[src/rtl/mi_pkg.sv]
// Shared RV32 decode constants and issue-queue entry type for the dual-issue front end.
package mi_pkg;

  localparam int INST_DW_DEF = 32;
  localparam int INST_AW_DEF = 32;
  localparam int QDEPTH_DEF  = 4;

  localparam logic [6:0] OPC_OP     = 7'b0110011;
  localparam logic [6:0] OPC_OP_IMM = 7'b0010011;
  localparam logic [6:0] OPC_LUI    = 7'b0110111;
  localparam logic [6:0] OPC_AUIPC  = 7'b0010111;
  localparam logic [6:0] OPC_BRANCH = 7'b1100011;
  localparam logic [6:0] OPC_JAL    = 7'b1101111;
  localparam logic [6:0] OPC_JALR   = 7'b1100111;
  localparam logic [6:0] OPC_LOAD   = 7'b0000011;
  localparam logic [6:0] OPC_STORE  = 7'b0100011;

  localparam logic [6:0] F7_MUL = 7'b0000001;

  typedef struct packed {
    logic [INST_AW_DEF-1:0] pc;
    logic [INST_DW_DEF-1:0] inst;
  } q_entry_t;

  function automatic logic is_mul(input logic [31:0] inst);
    return (inst[6:0] == OPC_OP) && (inst[31:25] == F7_MUL);
  endfunction

endpackage

[src/rtl/mi_pair_check.sv]
// Purpose: decides whether H1 may issue alongside H0 (class, RAW, WAW and MUL-pair rules).
// Latency: purely combinational.
// Backpressure: none; the result only qualifies lane 1 in the issue controller.
module mi_pair_check
  import mi_pkg::*;
#(
  parameter int INST_DW = 32,
  parameter int REG_AW  = 5
) (
  input  logic [INST_DW-1:0] inst0,
  input  logic [INST_DW-1:0] inst1,
  output logic               pair_ok
);

  logic [6:0]        opc0, opc1;
  logic [REG_AW-1:0] rd0, rd1, rs1_1, rs2_1;
  logic              h0_ctrl, h1_alu, h0_wr, h1_use_rs1, h1_use_rs2;
  logic              raw, waw, mul_pair;

  assign opc0  = inst0[6:0];
  assign opc1  = inst1[6:0];
  assign rd0   = inst0[7 +: REG_AW];
  assign rd1   = inst1[7 +: REG_AW];
  assign rs1_1 = inst1[15 +: REG_AW];
  assign rs2_1 = inst1[20 +: REG_AW];

  assign h0_ctrl = (opc0 == OPC_BRANCH) || (opc0 == OPC_JAL) || (opc0 == OPC_JALR);
  assign h1_alu  = (opc1 == OPC_OP) || (opc1 == OPC_OP_IMM) ||
                   (opc1 == OPC_LUI) || (opc1 == OPC_AUIPC);

  // Unrecognised H0 opcodes are treated as writing rd, so hazards err on the safe side.
  assign h0_wr = (opc0 != OPC_BRANCH) && (opc0 != OPC_STORE) && (rd0 != '0);

  // LUI/AUIPC carry immediate bits where rs1/rs2 would sit; those must not alias a source.
  assign h1_use_rs1 = (opc1 == OPC_OP) || (opc1 == OPC_OP_IMM);
  assign h1_use_rs2 = (opc1 == OPC_OP);

  assign raw      = h0_wr && ((h1_use_rs1 && (rs1_1 == rd0)) || (h1_use_rs2 && (rs2_1 == rd0)));
  assign waw      = h0_wr && h1_alu && (rd1 == rd0);
  assign mul_pair = is_mul(inst0[31:0]) && is_mul(inst1[31:0]);

  assign pair_ok = !h0_ctrl && h1_alu && !raw && !waw && !mul_pair;

  logic unused_fields;
  assign unused_fields = ^{inst0[14:12], inst1[14:12], OPC_LOAD};

endmodule

[src/rtl/mi_issue_ctrl.sv]
// Purpose: 4-entry pair queue feeding two decode lanes; optional perf counters under MI_ISSUE_PERF_EN.
// Latency: a pair accepted at edge N is presented on the issue outputs in cycle N+1.
// Backpressure: if_ready_o drops when fewer than two slots are free; stall_i holds issue, flush_i empties.
module mi_issue_ctrl
  import mi_pkg::*;
#(
  parameter int INST_DW = INST_DW_DEF,
  parameter int INST_AW = INST_AW_DEF,
  parameter int REG_AW  = 5,
  parameter int QDEPTH  = QDEPTH_DEF
) (
  input  logic               clk,
  input  logic               rst,
  input  logic               if_valid_i,
  output logic               if_ready_o,
  input  logic [INST_AW-1:0] if_pc_i,
  input  logic [INST_DW-1:0] if_inst0_i,
  input  logic [INST_DW-1:0] if_inst1_i,
  input  logic               stall_i,
  input  logic               flush_i,
  output logic               iss0_valid_o,
  output logic               iss1_valid_o,
  output logic [INST_DW-1:0] iss0_inst_o,
  output logic [INST_DW-1:0] iss1_inst_o,
  output logic [INST_AW-1:0] iss0_pc_o,
  output logic [INST_AW-1:0] iss1_pc_o
`ifdef MI_ISSUE_PERF_EN
  ,
  output logic [31:0]        dual_cnt_o,
  output logic [31:0]        single_cnt_o
`endif
);

  localparam int PW = $clog2(QDEPTH);
  localparam int CW = PW + 1;

  q_entry_t        q_mem [QDEPTH];
  logic [PW-1:0]   head, tail, head1, head_adv;
  logic [CW-1:0]   count, n_iss, n_enq;
  logic            enq, pair_ok;
  q_entry_t        h0, h1;

  assign head1 = head + PW'(1);
  assign h0    = q_mem[head];
  assign h1    = q_mem[head1];

  // Space check uses the registered count only; a same-cycle dequeue never frees room.
  assign if_ready_o = !rst && ((CW'(QDEPTH) - count) >= CW'(2));
  assign enq        = if_valid_i && if_ready_o && !flush_i;

  mi_pair_check #(
    .INST_DW (INST_DW),
    .REG_AW  (REG_AW)
  ) u_pair_check (
    .inst0   (h0.inst),
    .inst1   (h1.inst),
    .pair_ok (pair_ok)
  );

  assign iss0_valid_o = (count != '0) && !stall_i && !flush_i;
  assign iss1_valid_o = iss0_valid_o && (count >= CW'(2)) && pair_ok;
  assign iss0_inst_o  = h0.inst;
  assign iss0_pc_o    = h0.pc;
  assign iss1_inst_o  = h1.inst;
  assign iss1_pc_o    = h1.pc;

  assign n_iss    = CW'(iss0_valid_o) + CW'(iss1_valid_o);
  assign n_enq    = enq ? CW'(2) : '0;
  assign head_adv = iss1_valid_o ? PW'(2) : (iss0_valid_o ? PW'(1) : '0);

  always_ff @(posedge clk) begin
    if (enq) begin
      q_mem[tail]         <= '{pc: if_pc_i,               inst: if_inst0_i};
      q_mem[tail + PW'(1)] <= '{pc: if_pc_i + INST_AW'(4), inst: if_inst1_i};
    end
  end

  always_ff @(posedge clk) begin
    if (rst || flush_i) begin
      head  <= '0;
      tail  <= '0;
      count <= '0;
    end else begin
      head  <= head + head_adv;
      if (enq) tail <= tail + PW'(2);
      count <= count + n_enq - n_iss;
    end
  end

`ifdef MI_ISSUE_PERF_EN
  always_ff @(posedge clk) begin
    if (rst) begin
      dual_cnt_o   <= '0;
      single_cnt_o <= '0;
    end else if (iss1_valid_o) begin
      dual_cnt_o   <= dual_cnt_o + 32'd1;
    end else if (iss0_valid_o) begin
      single_cnt_o <= single_cnt_o + 32'd1;
    end
  end
`endif

endmodule

[config.mk]
export PLATFORM = sky130hd
export DESIGN_NAME = mi_issue_ctrl
export DESIGN_NICKNAME = d
export VERILOG_FILES = /design/src/rtl/mi_pkg.sv /design/src/rtl/mi_pair_check.sv /design/src/rtl/mi_issue_ctrl.sv
export SDC_FILE = /design/constraint.sdc
export NUM_CORES = 1
export LEC_CHECK = 0
export CAP_MARGIN = 25
export CORE_MARGIN = 2
export CORE_UTILIZATION = 55
export CTS_CLUSTER_SIZE = 16
export DETAILED_ROUTE_END_ITERATION = 12
export DONT_BUFFER_PORTS = 1
export GPL_TIMING_DRIVEN = 0
export PLACE_DENSITY = 0.7
export SLEW_MARGIN = 25
export SYNTH_ARGS = -nofsm -noshare
export SYNTH_HDL_FRONTEND = slang
export SYNTH_SLANG_ARGS = --single-unit
[constraint.sdc]
create_clock -name clk -period 13.35 [get_ports clk]
set_input_delay 3.3375 -clock clk [delete_from_list [all_inputs] [get_ports clk]]
set_output_delay 3.3375 -clock clk [all_outputs]
set_load 0.005 [all_outputs]
==> impl_metrics.toml, run 1 <==
[grt]
grt_max_degree = 27
grt_usage = 0.232
grt_overflow_total = 0
grt_pass1_wl_mm = 38.9
grt_pass1_vias = 6519
antenna_found_initial = 0

[timing]
timing.final.crit_share = 0.592
relSlewSlack = 0.506
tns_ns = 0
max_slew.worst_pin.slew_ns = 0.735
fmax_ghz = 0.126
hold_viol_final = 0
grt_setup_unrepaired = "false"
period_needed_ns = 7.91
fin_worst_skew_ns = 0.00749
setup_viol = 0
slew_violations = 0

[floorplanning]
chipWidth_um = 150
start_util = 0.560
coreArea_mm2 = 0.0210
io_pins = 232
dieArea_mm2 = 0.0226
die_y_um = 150
rows = 53

[clocking]
cts-root-buf = "clkbuf_16"
insertion_delay_ns = 0.51
clock_path_buffers = 3
numCtsBuffers = 27
cts_tree = "built"
cts_setup_buffers = 0
clkSinkCount = 258
cts.clk_slew.worst_paths_ns = 0.06
ctsResizeCount = 0
hold_buffers = 0
htree_levels = 1

[pwr]
p_int_mw = 1.34
total_power_mw = 1.66
powerDensity_mw_per_mm2 = 126
clock_power_share = 0.420
p_seq_frac = 0.549
power.leakage_nw = 4.04
comb_power_share = 0.032
switching_share = 0.192
irDropWorstVdd_v = 0.0000922
p_sw_mw = 0.319

[yosys]
seq_area_frac_synth = 0.653
synth_seq_cells = 258
syn_area_mm2 = 0.0118
yosys_warnings = 0
yosysTopAreaCellShare = 0.643
synth_area_leader_cell = "edfxtp_1"
synth_top_cells_by_area = "edfxtp_1 (64%), mux4_2 (23%), xnor2_1 (2.5%)"
syn_area_per_cell_um2 = 20.7
syn_nets = 679
synth_cells = 569
synth.distinct_cells = 37

[critical_path]
critPathKind = "in2out"
end_kind = "output port"
arrival_ns = 4.57
cp-start-kind = "input pin"
required_ns = 10.01
path_max_fanout = 3

[drt]
drtIter0Drc = 343
ant_nets = 0
via_count = 5960
wl_per_cell_um = 28.9
drc_errors = 0
first_pass_iters = 6
post_drt_via_cell_ratio = 6.60
drt_wl_total_mm = 26.1

[placement]
place_hpwl_mm = 19.4
gp_congestion = 0.808
dp.cells = 854
io_buffers = 0

[layout]
num_antenna_cells = 0
nFillCells = 1398
area_growth_pct = 12.3
final-instance-count-excl-fill = 903
mostFrequentLayoutCells = "edfxtp_1 (252), mux4_2 (121), xnor2_1 (34)"
final_common_cell = "edfxtp_1"
drive_above_1_share = 0.320
nets = 718

[run]
cap_viol_max_count = 0

[hold_path]
min_path_type = "reg2reg"

[outcome]
outcome = "completed"
==> power by group through the flow <==
stage               logic [mW]  clock network (mW)  registers, mW
finish                  0.0526               0.697          0.912
detailed placement      0.0528                   0          0.929
global route            0.0566               0.747          0.913
global placement        0.0466                   0          0.932
CTS                     0.0533               0.713          0.912
floorplan               0.0366                   0          0.929
==> layout make-up <==
cell class,count,area [um2],share of cell area
tap,275,344,0.0260
sequential,258,7690,0.581
multi-input combinational,271,3900,0.295
clock inverter,12,90.1,0.00681
inverter,12,45.0,0.00341
buffer,28,163,0.0123
clock buffer,37,753,0.0570
timing repair buffer,10,245,0.0185
==> synthesized netlist by cell type <==
library cell and n:
ha_1 9, a21oi_1 1, nor3_1 6, nor3b_2 1
edfxtp_1 252, and4bb_1 2, o21ai_0 1, and3_1 8
inv_1 12, mux2_2 4, xnor2_1 34, buf_1 4
nor2b_1 2, clkbuf_1 5, mux4_2 121, nor4_1 3
or4_1 1, buf_4 2, a22oi_1 1, and2_1 3
buf_8 1, nand3b_1 1, xor2_1 14, nand2b_1 1
nor3b_1 2, nor4_2 3, dfxtp_1 6, nand4_1 5
buf_2 13, nand3_1 14, mux4_1 3, o31ai_1 2
nor2_1 12, nor4b_2 1, nand2_1 15, buf_6 3
and4_1 1
==> worst paths after layout <==
kind / startpoint / to / slack [ns] / cells past startpoint
max: flush_i / iss1_valid_o / 5.44 / 5
min: count[2] / count[2] / 0.59 / 3
max reg2reg: head[1] / count[2] / 8.87 / 18
min reg2reg: count[2] / count[2] / 0.59 / 3
==> kinds of logic after synthesis <==
| family | Yosys count | share of synthesized area |
|---|---|---|
| compound gates | 5 | 0.00276 |
| xor+xnor | 48 | 0.0357 |
| fa+ha+maj | 9 | 0.00956 |
| buf+inv | 40 | 0.0176 |
| flops | 258 | 0.653 |
| mux | 128 | 0.242 |
| simple gates | 81 | 0.0397 |
==> state kept, by name, indices dropped and copies added (netlist names) <==
register  count
count         3
head          2
q_mem       252
tail          1
==> worst max-delay path, stage by stage <==
cell	delay (ns)
nor3_1	0.38
o31ai_1	0.21
nor4_2	0.38
nand2_1	0.15
inv_1	0.12
==> metrics by stage <==
step	instance area (um2)	worst slack [ns]	hold slack, ns	util
2_1_floorplan	11800	3.77	0.521	-
3_3_place_gp	12100	1.05	0.539	0.577
3_5_place_dp	12400	5.40	0.578	0.589
4_1_cts	13200	5.40	0.593	0.629
5_1_grt	13200	5.27	0.620	0.629
6_report	13200	5.44	0.594	0.629
==> per-layer routing <==
layer  global-route usage  up-vias  wire (um)
li1                     -     2501          -
met1                0.267     3164       8790
met2                0.406      256      13700
met3               0.0948       39       3090
met4               0.0575        0        550
met5                    0        -          0
No activity file was read; power rests on OpenSTA's default activity.
==> run 2, diff against run 1 <==
Settings changed: PLACE_DENSITY 0.7 to 0.73.
Clock period 13.35 ns to 6.63 ns, I/O delays scaled along.
==> run 2 against run 1 <==
Net effect:
- design area up 0.82%
- first-iteration DRC count increased by 7.3%
- highest routed layer unchanged
- total power up 110%
- clock skew up 0.0049 ns
==> impl_metrics.toml, run 2 (synthesis gave the netlist of run 1 again) <==
[run]
cap_viol_max_count = 0

[clocking]
numCtsBuffers = 28
cts_setup_buffers = 0
ctsResizeCount = 0
clock_path_buffers = 3
htree_levels = 1
cts_tree = "built"
cts.clk_slew.worst_paths_ns = 0.06
hold_buffers = 0
insertion_delay_ns = 0.53
cts-root-buf = "clkbuf_16"
clkSinkCount = 258

[placement]
dp.cells = 856
io_buffers = 0
gp_congestion = 0.827
dpl_cell_area_mm2 = 0.0125
place_hpwl_mm = 19.6

[timing]
fmax_ghz = 0.199
max_slew.worst_pin.slew_ns = 0.814
hold_viol_final = 0
slew_violations = 0
fin_worst_skew_ns = 0.0124
relSlewSlack = 0.458
grt_setup_unrepaired = "false"
timing.final.crit_share = 0.759
setup_viol = 0
period_needed_ns = 5.03

[drt]
drc_errors = 0
first_pass_iters = 4
wl_per_cell_um = 29.2
ant_nets = 0
via_count = 6010
drt_wl_total_mm = 26.4
drtIter0Drc = 368
post_drt_via_cell_ratio = 6.63

[floorplanning]
chipWidth_um = 150
start_util = 0.560
coreArea_mm2 = 0.0210
io_pins = 232
die_y_um = 150
dieArea_mm2 = 0.0226
rows = 53

[layout]
mostFrequentLayoutCells = "edfxtp_1 (252), mux4_2 (121), xnor2_1 (34)"
final_area_mm2 = 0.0133
largest_register_ff_count = 252
reg.largest.list = "q_mem: 252 flops, count: 3 flops, head: 2 flops"
drive_above_1_share = 0.319
final_common_cell = "edfxtp_1"
multi_input_area_mm2 = 0.00390
regArea_mm2 = 0.00769
nets = 721
area_growth_pct = 13.2
nFillCells = 1410
final-instance-count-excl-fill = 906
num_antenna_cells = 0
largest_register = "q_mem"

[hold_path]
min_path_type = "reg2reg"

[grt]
grt_pass1_vias = 6557
grt_pass1_wl_mm = 39.8
antenna_found_initial = 0
grt_max_degree = 25
grt_overflow_total = 0
grt_usage = 0.237

[critical_path]
required_ns = 4.97
arrival_ns = 3.37
critPathKind = "reg2out"
path_max_fanout = 10
r2r-start = "head[1]"
cp-start-kind = "flop"
end_kind = "output port"
r2r_setup_slack_ns = 2.07
reg2regPathDepth = 18
cp-endpoint = "iss1_valid_o"
worstSetupStartpoint = "head[1]"
worst_r2r_endpoint = "count[2]"

[outcome]
outcome = "completed"

[pwr]
irDropWorstVdd_v = 0.000235
powerDensity_mw_per_mm2 = 256
power.leakage_nw = 4.08
total_power_mw = 3.42
run 2: worst min path at each step:
| stage | startpoint | to | cells past startpoint |
|---|---|---|---|
| after floorplan | tail[1] | tail[1] | 3 |
| after global placement | tail[1] | tail[1] | 3 |
| after detailed placement | count[2] | count[2] | 3 |
| after CTS | count[0] | count[0] | 2 |
| after global routing | head[0] | head[0] | 2 |
| final | count[0] | count[0] | 2 |
run 2: power by group:
part,internal [mW],switching (mW)
Sequential,1.82,0.0127
Clock,0.873,0.598
Combinational,0.0512,0.0571
Total,2.75,0.667
run 2: worst max-delay path, cell delays in order, from the launching register on:
cell      delay, ns
dfxtp_1        0.34
buf_2          0.31
buf_2          0.36
mux4_2         0.38
and4bb_1       0.21
nand2_1        0.19
nor4_1         0.09
o31ai_1        0.63
nand2_1        0.18
inv_1          0.13
run 2: metrics by stage:
stage | utilization | setup slack [ns] | hold slack (ns) | TNS, ns
after detailed placement | 0.593 | 1.99 | 0.580 | 0
after global placement | 0.577 | -3.96 | 0.540 | -990.45
final | 0.634 | 1.60 | 0.617 | 0
after CTS | 0.634 | 1.56 | 0.619 | 0
after global routing | 0.634 | 1.45 | 0.641 | 0
after floorplan | - | -1.27 | 0.521 | -319.00
run 2: metal layers:
layer,wire length (um),global-route usage,part of all wire,vias to the layer above
met5,0,0,0,-
met2,13500,0.401,0.51,295
li1,-,-,-,2506
met4,633,0.0656,0.024,0
met1,8940,0.279,0.34,3165
met3,3360,0.104,0.13,44
run 2: layout make-up:
| type | count | area share |
|---|---|---|
| multi-input combinational | 271 | 0.292 |
| sequential | 258 | 0.577 |
| inverter | 12 | 0.00338 |
| clock buffer | 36 | 0.0564 |
| clock inverter | 14 | 0.00920 |
| timing repair buffer | 12 | 0.0242 |
| tap | 275 | 0.0258 |
| buffer | 28 | 0.0122 |
